<file path="config.mk">
export PLATFORM = sky130hd
export DESIGN_NAME = cfg_loop_seq
export DESIGN_NICKNAME = d
export VERILOG_FILES = /design/src/rtl/cfg_loop_seq.sv
export SDC_FILE = /design/constraint.sdc
export NUM_CORES = 1
export LEC_CHECK = 0
export CELL_PAD_IN_SITES_DETAIL_PLACEMENT = 1
export CELL_PAD_IN_SITES_GLOBAL_PLACEMENT = 1
export CORE_MARGIN = 5
export CORE_UTILIZATION = 38
export CTS_CLUSTER_DIAMETER = 120
export DETAILED_ROUTE_END_ITERATION = 6
export PLACE_DENSITY_LB_ADDON = 0.3
export SYNTH_ARGS = -nofsm -noshare
export SYNTH_HDL_FRONTEND = slang
export SYNTH_SLANG_ARGS = --single-unit
</file>
<file path="constraint.sdc">
create_clock -name clk -period 3.3 [get_ports clk]
set_input_delay 0.66 -clock clk [delete_from_list [all_inputs] [get_ports clk]]
set_output_delay 0.66 -clock clk [all_outputs]
set_load 0.01 [all_outputs]
</file>
<file path="src/rtl/cfg_loop_seq.sv">
// Loop-nest configuration table and odometer sequencer for the npu64 PE array.
// A start latches one table entry and walks its nested loop indices, one tuple per handshake.
module cfg_loop_seq #(
    parameter int unsigned NB_LOOPS  = 5,
    parameter int unsigned LW        = 4,
    parameter int unsigned NB_LAYERS = 8,
    parameter int unsigned OPW       = 3,
    parameter int unsigned KW        = 3,
    parameter int unsigned CW        = 3
) (
    input  logic                   clk,
    input  logic                   rst_n,
    input  logic                   cfg_we,
    input  logic [OPW-1:0]         cfg_addr,
    input  logic [KW-1:0]          cfg_ksi,
    input  logic [CW-1:0]          cfg_ckg,
    input  logic [NB_LOOPS*LW-1:0] cfg_bounds,
    input  logic                   start,
    input  logic [OPW-1:0]         opcode,
    output logic                   busy,
    output logic                   step_valid,
    input  logic                   step_ready,
    output logic [NB_LOOPS*LW-1:0] idx,
    output logic                   first,
    output logic                   last,
    output logic [KW-1:0]          arv_KSI,
    output logic [CW-1:0]          arv_CKG,
    output logic                   done,
    output logic                   start_drop
);

    localparam int unsigned BW = NB_LOOPS * LW;

    typedef enum logic [1:0] {S_IDLE, S_LOAD, S_RUN, S_DONE} state_e;

    state_e         state_q, state_d;
    logic [BW-1:0]  tbl_bounds_q [NB_LAYERS];
    logic [BW-1:0]  tbl_bounds_d [NB_LAYERS];
    logic [KW-1:0]  tbl_ksi_q    [NB_LAYERS];
    logic [KW-1:0]  tbl_ksi_d    [NB_LAYERS];
    logic [CW-1:0]  tbl_ckg_q    [NB_LAYERS];
    logic [CW-1:0]  tbl_ckg_d    [NB_LAYERS];
    logic [OPW-1:0] op_q, op_d;
    logic [BW-1:0]  bounds_q, bounds_d;
    logic [BW-1:0]  idx_q, idx_d, idx_next;
    logic [KW-1:0]  ksi_q, ksi_d;
    logic [CW-1:0]  ckg_q, ckg_d;
    logic           at_first, at_last, carry;

    always_comb begin
        tbl_bounds_d = tbl_bounds_q;
        tbl_ksi_d    = tbl_ksi_q;
        tbl_ckg_d    = tbl_ckg_q;
        if (cfg_we) begin
            tbl_bounds_d[cfg_addr] = cfg_bounds;
            tbl_ksi_d[cfg_addr]    = cfg_ksi;
            tbl_ckg_d[cfg_addr]    = cfg_ckg;
        end
    end

    // Ripple-carry odometer: each field wraps independently so a bound of all-ones never spills over.
    always_comb begin
        idx_next = idx_q;
        carry    = 1'b1;
        at_first = 1'b1;
        at_last  = 1'b1;
        for (int unsigned i = 0; i < NB_LOOPS; i++) begin
            if (idx_q[i*LW +: LW] != '0) at_first = 1'b0;
            if (idx_q[i*LW +: LW] != bounds_q[i*LW +: LW]) at_last = 1'b0;
            if (carry) begin
                if (idx_q[i*LW +: LW] == bounds_q[i*LW +: LW]) begin
                    idx_next[i*LW +: LW] = '0;
                end else begin
                    idx_next[i*LW +: LW] = idx_q[i*LW +: LW] + 1'b1;
                    carry = 1'b0;
                end
            end
        end
    end

    always_comb begin
        state_d    = state_q;
        op_d       = op_q;
        bounds_d   = bounds_q;
        idx_d      = idx_q;
        ksi_d      = ksi_q;
        ckg_d      = ckg_q;
        busy       = 1'b1;
        step_valid = 1'b0;
        done       = 1'b0;
        start_drop = start;
        case (state_q)
            S_IDLE: begin
                busy       = 1'b0;
                start_drop = 1'b0;
                if (start) begin
                    op_d    = opcode;
                    state_d = S_LOAD;
                end
            end
            S_LOAD: begin
                bounds_d = tbl_bounds_q[op_q];
                ksi_d    = tbl_ksi_q[op_q];
                ckg_d    = tbl_ckg_q[op_q];
                idx_d    = '0;
                state_d  = S_RUN;
            end
            S_RUN: begin
                step_valid = 1'b1;
                if (step_ready) begin
                    if (at_last) state_d = S_DONE;
                    else         idx_d   = idx_next;
                end
            end
            S_DONE: begin
                done    = 1'b1;
                state_d = S_IDLE;
            end
            default: state_d = S_IDLE;
        endcase
        first = step_valid & at_first;
        last  = step_valid & at_last;
    end

    always_ff @(posedge clk or negedge rst_n) begin
        if (!rst_n) begin
            state_q  <= S_IDLE;
            op_q     <= '0;
            bounds_q <= '0;
            idx_q    <= '0;
            ksi_q    <= '0;
            ckg_q    <= '0;
            for (int unsigned i = 0; i < NB_LAYERS; i++) begin
                tbl_bounds_q[i] <= '0;
                tbl_ksi_q[i]    <= '0;
                tbl_ckg_q[i]    <= '0;
            end
        end else begin
            state_q      <= state_d;
            op_q         <= op_d;
            bounds_q     <= bounds_d;
            idx_q        <= idx_d;
            ksi_q        <= ksi_d;
            ckg_q        <= ckg_d;
            tbl_bounds_q <= tbl_bounds_d;
            tbl_ksi_q    <= tbl_ksi_d;
            tbl_ckg_q    <= tbl_ckg_d;
        end
    end

    assign idx     = idx_q;
    assign arv_KSI = ksi_q;
    assign arv_CKG = ckg_q;

endmodule

</file>
==> summary.md, run 1 <==
| Metric | Value |
|---|---|
| Status | finished clean |
| Most frequent cell after synthesis | dfrtp_1 |
| DIE WIDTH | 186 um |
| Synth async-reset ratio | 100% |
| Comb pwr share | between 30% and 40% |
| Cells after Synth | 798 |
| Setup_tns | 0 ns |
| CTS Buffer Depth | 3 |
| Pwr Density | 800 nW/um2 |
| DP HPWL | around 17,000 um |
| Util after Layout | about 46% |
| Total power | around 11 mW |
| Synth top cells by count | dfrtp_1 (259), mux2_2 (214), mux4_2 (52), nor2_1 (36), clkbuf_1 (35) |
| Sequential share of power | about two fifths |
| Initial antenna violation count | 1 |
| Global-route wire length before repair | roughly 44,000 um |
| Gr usage total | between 10% and 20% |
| DRT iter0 DRCs | about 220 |
| Crit path from | idx[14] |
| Mapped Nets | roughly 850 |
| Syn avg cell area | 14.8 um2 |
| Largest cells by area after synthesis | dfrtp_1 (55%), mux2_2 (20%), mux4_2 (9.9%), mux2i_1 (2.4%), ha_1 (1.5%) |
| YS warnings | 0 |
| EDFF count, synth | 0 |
| Total core area | 30,600 um2 |
| Number of nets in the layout | ~930 |
| Critical path peak fanout | 7 |
| Final setup viols | 0 |
| Largest net degree at the start of global routing | just over 90 |
| R2R Path Start | idx[10] |
| Detailed-router iteration count before antenna repair | 4 |
| Yosys top cell area share | between 50 and 60% |
| Worst-path clk slew | about 0.06 ns |
| Die area | 34,600 um2 |
| Dominant cell type by area after synthesis | dfrtp_1 |
| N_diodes | 0 |
| Vias in the first global route | just under 8,000 |
| Slew Limit Fails | 0 |
| Seq cells post-synth | between 200 and 300 |
| Max VDD drop | 0.467 mV |
| Int Power | between 7 and 8 mW |
| P&R area growth vs syn | 18.4% |
| Clock sink count | 259 |
| Slew headroom | between 40% and 50% |
| Slew @ Worst Pin | about 0.76 ns |
| Peak Freq | 322 MHz |
| DP Worst Slack | approximately 0.36 ns |
| Hold crit path type | input pin to asynchronous set/reset pin |
| Finished Layout Cells | roughly 1,300 |
| CTS tree | built |
| Final instance area | around 14,000 um2 |
| Total Wirelength | approximately 27,000 um |
| Clock Latency Late Sink | 0.54 ns |
| Instance area at placement | about 13,000 um2 |
| Root Buffer | clkbuf_16 |
| Final Hold Viols | 0 |
| Final worst-path cycle share | between 90 and 100% |
| Psw | around 3.4 mW |
| Die height | 186 um |
| Setup Skew | 0.0107 ns |
| Worst path required time | ~2.6 ns |
| WL/cell | between 20 and 25 um |
| H-Tree Depth | 1 |
| Data arrival time of the worst path | between 2 and 2.5 ns |
| GP Congestion | around 0.75 |
| Hold Worst Slack | 0.130 ns |
| Pleak | roughly 5.8 nW |
| Setup crit end kind | output pin |
| Antenna viol nets, final | 0 |
| Total gr overflow | 0 |
| Setup bufs post-CTS | 0 |
| IO Pins | 69 |
| Via count | between 6,000 and 7,000 |
| Worst Slack Setup Final | around 0.19 ns |
| Ys flop type | dfrtp_1 |
| Switching share of power | 30.8% |
| Post-synthesis sequential area ratio | 55.0% |
| Mapped Area | ~12,000 um2 |
| Clock network power share | 26.7% |
| Critical path class | flop to output pin |
| Layout cell share with drive strength beyond 1 | 38.7% |
| Cell Count Post-Placement | 1,242 |
| IO buf count | 68 |
| RSZ-0062 raised after global routing | no |
| Site Rows | 64 |
| # Max-Cap Violations | 0 |
| Netlist cell types | 43 |
| Vias per cell | approximately 5.3 |
| DRC | 0 |
| Worst Setup Start Kind | flop |
| Fin crit period | just over 3 ns |
| Starting Density | between 30% and 40% |
| Filler Cell Count | 3,064 |
| CTS Buf Count | 28 |
-- layout by cell type (no fill, tap or decap), types with 14 or more instances in the layout --
cell type,count
buf_4,18
xnor2_1,19
nor2_1,36
nand3_1,14
clkdlybuf4s50_1,67
a21oi_1,28
clkbuf_16,28
dfrtp_1,256
mux4_2,52
inv_1,18
mux2i_1,28
mux2_2,214
-- critical path, stage by stage (launching register included) --
cell and delay, ns:
dfrtp_1 0.47, xnor2_1 0.20, nand4_1 0.16, nor4_2 0.34, and3_1 0.19, clkdlybuf4s50_1 0.53
-- cell families after synthesis --
group | share of synthesized area [%]
multiplexers | 32.8
flip-flops | 55.0
AND/OR/NAND/NOR | 4.26
buffers and inverters | 1.95
AO/OA/AOI/OAI | 2.85
XOR/XNOR | 1.69
adder cells (fa/ha/maj) | 1.49
-- power by group through the flow --
| stage | registers (mW) | logic (mW) | clock network, mW |
|---|---|---|---|
| after floorplan | 4.40 | 2.67 | 0 |
| after global placement | 4.71 | 3.46 | 0 |
| after detailed placement | 4.76 | 3.54 | 0 |
| after CTS | 4.71 | 3.56 | 3.09 |
| after global routing | 4.81 | 3.85 | 3.23 |
| final | 4.69 | 3.49 | 2.99 |
-- worst paths after layout --
path | endpoint | slack, ns | cells after the start
worst max register to register | idx[19] | 0.63 | 6
worst max-delay path | last | 0.19 | 5
worst min register to register | tbl_bounds_q[36] | 0.50 | 1
max in group asynchronous | tbl_ksi_q[21] | 2.28 | 2
min in group clk | tbl_bounds_q[36] | 0.50 | 1
worst min-delay path | idx[6] | 0.13 | 1
-- sequential cells by signal, summed over array words and instances, names as in the netlist --
register / cells
idx: 20
tbl_ksi_q: 24
state_q: 2
tbl_ckg_q: 24
arv_CKG: 3
bounds_q: 20
tbl_bounds_q: 160
arv_KSI: 3
op_q: 3
-- timing repair --
item                       in CTS  in global routing
setup endpoints to repair       0                  2
resized for setup               0                  2
hold buffers                    0                  0
-- area by class of cell --
type,count,area [um2],area share [%]
Clock buffer,43,797,5.71
Clock inverter,8,76.3,0.547
Inverter,18,67.6,0.484
Multi-Input combinational cell,478,5110,36.6
Sequential cell,259,6490,46.5
Tap cell,396,495,3.55
Timing Repair Buffer,91,921,6.60
-- metal layers --
metal / GRT usage [%] / wire length [um]
met5: 0 / 20
met4: 3.12 / 429
met3: 2.72 / 1150
met2: 26.3 / 12800
met1: 23.4 / 12700
No activity file was read; power rests on OpenSTA's default activity.
==> run 2, diff against run 1 <==
--- a/config.mk
+++ b/config.mk
@@ -9,7 +9,7 @@
 export CELL_PAD_IN_SITES_GLOBAL_PLACEMENT = 1
 export CORE_MARGIN = 5
 export CORE_UTILIZATION = 38
-export CTS_CLUSTER_DIAMETER = 120
+export CTS_CLUSTER_DIAMETER = 40
 export DETAILED_ROUTE_END_ITERATION = 6
 export PLACE_DENSITY_LB_ADDON = 0.3
 export SYNTH_ARGS = -nofsm -noshare
==> run 2 against run 1 <==
Against the previous run: flip-flop and latch count stayed put; count of clock-buffer cells in the layout is 5 higher; worst hold slack improved by 0.029 ns; sequential power hardly changed; design area is 3.5% higher; via count up 0.64%; maximum frequency grew 0.13%; global-route usage increased by 0.36 points; wire length is 1.7% higher; critical path depth stayed put; largest cell class unchanged.
==> summary.md, run 2 (same netlist as run 1, synthesis figures left out) <==
| Metric | Value |
|---|---|
| Worst Slack Setup Final | 0.197 ns (+0.00416 ns) |
| Reg with most FFs | tbl_bounds_q |
| Register Area | 6490 um2 (unchanged) |
| Layout cell share with drive strength beyond 1 | 40.8% (+2.2 points) |
| Via count | 6,961 (+0.64%) |
| Crit path cell chain | xnor2_1 -> nand4_2 -> nor4_2 -> and3_1 -> clkdlybuf4s50_1 |
| P&R area growth vs syn | 22.6% |
| Critical path's largest stage delay | 0.53 ns (about the same) |
| Psw | 3.71 mW (+8.0%) |
| Slew headroom | 50.4% (+0.76 points) |
| WL/cell | 21.0 um (about the same) |
| Detailed-router iteration count before antenna repair | 4 (unchanged) |
| Setup_tns | 0 ns (unchanged) |
| Total gr overflow | 0 (unchanged) |
| Most frequent cells in the layout | dfrtp_1 (256), mux2_2 (214), clkdlybuf4s50_1 (67), mux4_2 (52), clkbuf_16 (40) |
| Setup bufs post-CTS | 0 (unchanged) |
| Root Buffer | clkbuf_16 |
| Hold buffer count at CTS | 0 (unchanged) |
| Pleak | 6.04 nW (+3.9%) |
| Peak Freq | 322 MHz (+0.13%) |
| Critical path class | flop to output pin |
| Slew @ Worst Pin | 0.744 ns (-0.0114 ns) |
| Worst path required time | 2.64 ns (about the same) |
| Worst-path clk slew | 0.05 ns (about the same) |
| Worst Setup Start Kind | flop |
| Final worst-path cycle share | 94.0% (-0.13 points) |
| Filler Cell Count | 3,025 (-1.3%) |
| GP Congestion | 0.748 (unchanged) |
| Regs by FF count | tbl_bounds_q (160), tbl_ckg_q (24), tbl_ksi_q (24) |
| Setup Skew | 0.0149 ns (+0.00425 ns) |
| RSZ-0062 raised after global routing | no |
| Final Hold Viols | 0 (unchanged) |
| Cts repair resizes | 0 (unchanged) |
| Sequential share of power | 37.8% (-4.2 points) |
| Critical path peak fanout | 6 (-1) |
| # Max-Cap Violations | 0 (unchanged) |
| IO Pins | 69 (unchanged) |
| Die height | 186 um (unchanged) |
| DRT iter0 DRCs | 231 (+6.5%) |
| Status | finished clean |
| CTS Buffer Depth | 3 (unchanged) |
| Max VDD drop | 0.400 mV (-14%) |
| Vias in the first global route | 7,938 (+2.8%) |
| CTS Buf Count | 39 (+39%) |
| Clock network power share | 34.1% (+7.4 points) |
| Critical path's slowest cell | clkdlybuf4s50_1 |
| DP Worst Slack | 0.365 ns (unchanged) |
| Pwr Density | 861 nW/um2 (+7.6%) |
| Hold Worst Slack | 0.159 ns (+0.0288 ns) |
| Largest net degree at the start of global routing | 92 (unchanged) |
| CTS tree | built |
| Data arrival time of the worst path | 2.44 ns (about the same) |
| Final setup viols | 0 (unchanged) |
| Number of nets in the layout | 938 (+1.2%) |
| Gr usage total | 16.6% (+0.36 points) |
| Total core area | 30,600 um2 (unchanged) |
| DRC | 0 (unchanged) |
| Starting Density | 38.5% (unchanged) |
| Hold crit path type | input pin to asynchronous set/reset pin |
| Site Rows | 64 (unchanged) |
| DP HPWL | 16,600 um (unchanged) |
| H-Tree Depth | 2 (+1) |
| Vias per cell | 5.30 (-0.97%) |
| Clock sink count | 259 (unchanged) |
| IO buf count | 68 (unchanged) |
| Die area | 34,600 um2 (unchanged) |
| Switching share of power | 29.8% (-0.93 points) |
| Area of the multi-input gates | 5110 um2 (unchanged) |
| Largest register FFs | 160 (unchanged) |
| Global-route wire length before repair | 45,000 um (+2.0%) |
| Slew Limit Fails | 0 (unchanged) |
| Clock Latency Late Sink | 0.52 ns (-0.02 ns) |
| Setup crit end kind | output pin |
| Fin crit period | 3.10 ns (-0.00416 ns) |
| DIE WIDTH | 186 um (unchanged) |
| Comb pwr share | 28.1% (-3.2 points) |
| Antenna viol nets, final | 0 (unchanged) |
| Int Power | 8.72 mW (+13%) |
| N_diodes | 0 (unchanged) |
| Total Wirelength | 27,600 um (+1.7%) |
| Initial antenna violation count | 1 (unchanged) |
| Commonest non-fill, non-tap cell in the layout | dfrtp_1 |
==> run 2: worst paths after layout <==
check,slack (ns),startpoint,depth (start not counted),endpoint
max,0.20,idx[10],5,last
min,0.16,rst_n,1,bounds_q[5]
max reg2reg,0.59,idx[10],6,idx[19]
min reg2reg,0.50,tbl_ckg_q[3],1,tbl_ckg_q[3]
max in group asynchronous,2.26,rst_n,2,tbl_bounds_q[116]
min in group clk,0.50,tbl_ckg_q[3],1,tbl_ckg_q[3]
==> run 2: routing by layer <==
| layer | global-route usage, % | up-vias | part of all wire (%) |
|---|---|---|---|
| li1 | - | 3128 | - |
| met1 | 23.4 | 3672 | 46 |
| met2 | 26.9 | 116 | 47 |
| met3 | 3.17 | 43 | 4.3 |
| met4 | 3.70 | 2 | 1.8 |
| met5 | 0 | - | 0.047 |
==> run 2: through the flow <==
stage               instances  cell area, um2  total power, mW  util (%)
floorplan                 798           11800             7.07         -
global placement         1242           13100             8.17      42.7
detailed placement       1242           13100             8.30      42.7
CTS                      1314           14400             12.6      47.2
global route             1314           14400             13.2      47.2
finish                   1314           14400             12.4      47.2
==> run 2: power by group through the flow <==
stage | Clock, mW | Sequential [mW] | Combinational [mW]
2_1_floorplan | 0 | 4.40 | 2.67
3_3_place_gp | 0 | 4.71 | 3.46
3_5_place_dp | 0 | 4.76 | 3.54
4_1_cts | 4.35 | 4.71 | 3.57
5_1_grt | 4.50 | 4.81 | 3.86
6_report | 4.24 | 4.70 | 3.50
==> run 2: critical path, delay by kind of cell (launching register included) <==
kind	cells	cell delay (ns)
buffers and inverters	1	0.53
xor gates and xnor gates	1	0.23
DFF	1	0.46
and+or+nand+nor	3	0.70
==> run 2: layout make-up <==
type / instances / share of cell area (%)
timing repair buffer: 91 / 6.37
clock buffer: 48 / 7.41
multi-input combinational: 478 / 35.4
sequential: 259 / 44.9
inverter: 18 / 0.468
tap: 396 / 3.43
clock inverter: 24 / 2.05
==> run 3, diff against run 2 <==
--- a/config.mk
+++ b/config.mk
@@ -11,7 +11,7 @@
 export CORE_UTILIZATION = 38
 export CTS_CLUSTER_DIAMETER = 40
 export DETAILED_ROUTE_END_ITERATION = 6
-export PLACE_DENSITY_LB_ADDON = 0.3
+export PLACE_DENSITY_LB_ADDON = 0.25
 export SYNTH_ARGS = -nofsm -noshare
 export SYNTH_HDL_FRONTEND = slang
 export SYNTH_SLANG_ARGS = --single-unit
==> run 3 against run 2 <==
Against the previous run: design area decreased by 0.14%; maximum frequency decreased by 0.52%; count of clock-buffer cells in the layout grew 4; wire length is 1.3% lower.
==> summary.md, run 3 (same netlist as run 1, synthesis figures left out) <==
| Metric | Value |
|---|---|
| Status | finished clean |
| Slew headroom | 52.7% (+2.3 points) |
| IO Pins | 69 (unchanged) |
| DIE WIDTH | 186 um (unchanged) |
| Antenna viol nets, final | 0 (unchanged) |
| Critical path's slowest cell | clkdlybuf4s50_1 |
| N_diodes | 0 (unchanged) |
| Largest net degree at the start of global routing | 72 (-22%) |
| DRT iter0 DRCs | 238 (+3.0%) |
| Initial antenna violation count | 1 (unchanged) |
| Root Buffer | clkbuf_16 |
| Data arrival time of the worst path | 2.46 ns (+0.02 ns) |
| Worst Setup Start Kind | flop |
| Slew @ Worst Pin | 0.709 ns (-0.0348 ns) |
| Via count | 6,960 (-0.014%) |
| Final instance area | 14,400 um2 (-0.14%) |
| DRC | 0 (unchanged) |
| Vias in the first global route | 7,652 (-3.6%) |
| Worst-path clk slew | 0.05 ns (about the same) |
| Total core area | 30,600 um2 (unchanged) |
| Total gr overflow | 0 (unchanged) |
| Critical path's largest stage delay | 0.54 ns (about the same) |
| Reg with most FFs | tbl_bounds_q |
| Total Wirelength | 27,300 um (-1.3%) |
| Gr usage total | 16.5% (-0.13 points) |
| Max VDD drop | 0.358 mV (-10%) |
| P&R area growth vs syn | 22.4% |
| Commonest non-fill, non-tap cell in the layout | dfrtp_1 |
| Final Hold Viols | 0 (unchanged) |
| WL/cell | 20.7 um (-1.3%) |
| Peak Freq | 321 MHz (-0.52%) |
| Fin crit period | 3.12 ns (+0.0161 ns) |
| Setup crit end kind | output pin |
| Pwr Density | 856 nW/um2 (-0.51%) |
| Hold buffer count at CTS | 0 (unchanged) |
| CTS tree | built |
| CTS Buf Count | 40 (+2.6%) |
| RSZ-0062 raised after global routing | no |
| Setup bufs post-CTS | 0 (unchanged) |
| Detailed-router iteration count before antenna repair | 4 (unchanged) |
| Clock Latency Late Sink | 0.52 ns (about the same) |
| Worst path required time | 2.64 ns (about the same) |
| Hold crit path type | input pin to asynchronous set/reset pin |
| DP HPWL | 16,300 um (-1.6%) |
| Critical path peak fanout | 7 (+1) |
| CTS Buffer Depth | 3 (unchanged) |
| H-Tree Depth | 2 (unchanged) |
| Vias per cell | 5.29 (about the same) |
| Regs by FF count | tbl_bounds_q (160), tbl_ckg_q (24), tbl_ksi_q (24) |
| Crit path cell chain | inv_1 -> ha_1 -> nor4b_1 -> nand4_1 -> nor2_1 -> clkdlybuf4s50_1 |
| Die height | 186 um (unchanged) |
| Most frequent cells in the layout | dfrtp_1 (256), mux2_2 (214), clkdlybuf4s50_1 (67), mux4_2 (52), clkbuf_16 (41) |
| Setup_tns | 0 ns (unchanged) |
| Slew Limit Fails | 0 (unchanged) |
| Die area | 34,600 um2 (unchanged) |
| Pleak | 6.04 nW (about the same) |
| Critical path class | flop to output pin |
| GP Congestion | 0.744 (-0.57%) |
| Layout cell share with drive strength beyond 1 | 40.8% (-0.044 points) |
| Site Rows | 64 (unchanged) |
| Final worst-path cycle share | 94.5% (+0.49 points) |
| IO buf count | 68 (unchanged) |
| Number of nets in the layout | 938 (unchanged) |
| Starting Density | 38.5% (unchanged) |
| Global-route wire length before repair | 44,500 um (-1.0%) |
| Clock sink count | 259 (unchanged) |
| Final setup viols | 0 (unchanged) |
| # Max-Cap Violations | 0 (unchanged) |
| Instance area at placement | 13,100 um2 (about the same) |
| Largest register FFs | 160 (unchanged) |
| Setup Skew | 0.0227 ns (+0.00781 ns) |
run 3: changes by cell type in the layout (fill, tap and decap cells not counted), moves of 2 or more:
cell,previous run,this run
clkinv_2,6,4
bufinv_16,5,2
clkbuf_8,4,7
clkinvlp_4,6,3
clkinv_4,2,6
inv_8,1,3
run 3: through the flow:
stage | setup slack, ns | power (mW) | hold slack [ns] | util (%) | std cells
finish | 0.181 | 12.4 | 0.0964 | 47.2 | 1315
global route | 0.0142 | 13.1 | 0.135 | 47.2 | 1315
CTS | 0.0792 | 12.6 | 0.114 | 47.1 | 1315
detailed placement | 0.369 | 8.28 | 0.488 | 42.7 | 1241
global placement | 0.387 | 8.19 | 0.482 | 42.7 | 1241
floorplan | 0.809 | 7.07 | 0.364 | - | 798
run 3: critical path, delay by kind of cell (launching register included):
family / cells / cell delay [ns]
buffers and inverters: 2 / 0.63
and+or+nand+nor: 3 / 0.73
adders and majority gates: 1 / 0.13
DFF: 1 / 0.45
run 3: area by class of cell:
cell class / count / area (um2)
multi-input combinational: 478 / 5100
tap: 396 / 495
clock inverter: 22 / 224
inverter: 18 / 67.6
clock buffer: 52 / 1140
fill: 3036 / 16200
timing repair buffer: 90 / 913
sequential: 259 / 6490
run 3: path summary, 6_finish.rpt:
path	startpoint	depth (start not counted)	end	slack, ns
hold reg to reg	tbl_ksi_q[16]	1	tbl_ksi_q[16]	0.50
max in group asynchronous	rst_n	2	tbl_bounds_q[33]	2.33
hold / removal	rst_n	1	idx[6]	0.1
min in group clk	tbl_ksi_q[16]	1	tbl_ksi_q[16]	0.50
setup / recovery	idx[4]	6	first	0.18
setup reg to reg	idx[1]	6	idx[19]	0.64
run 3: what timing repair did:
item,4_1_cts,5_1_grt
hold endpoints to repair,0,0
endpoints found under the setup margin,0,1
resized for setup,0,1
run 3: where the power goes:
group	leakage [nW]	switching, mW	internal, mW
clock	0.666	1.55	2.63
sequential	3.12	0.684	3.99
combinational	2.26	1.49	2.00
total	6.04	3.73	8.62
run 3: metal layers:
layer	GRT usage (%)	share of wire, %	wire [um]	up-vias
met1	23.3	46	12500	3664
met5	0	0.037	10	-
met4	3.53	1.7	465	2
li1	-	-	-	3146
met2	26.7	48	13100	110
met3	3.13	4.1	1110	38
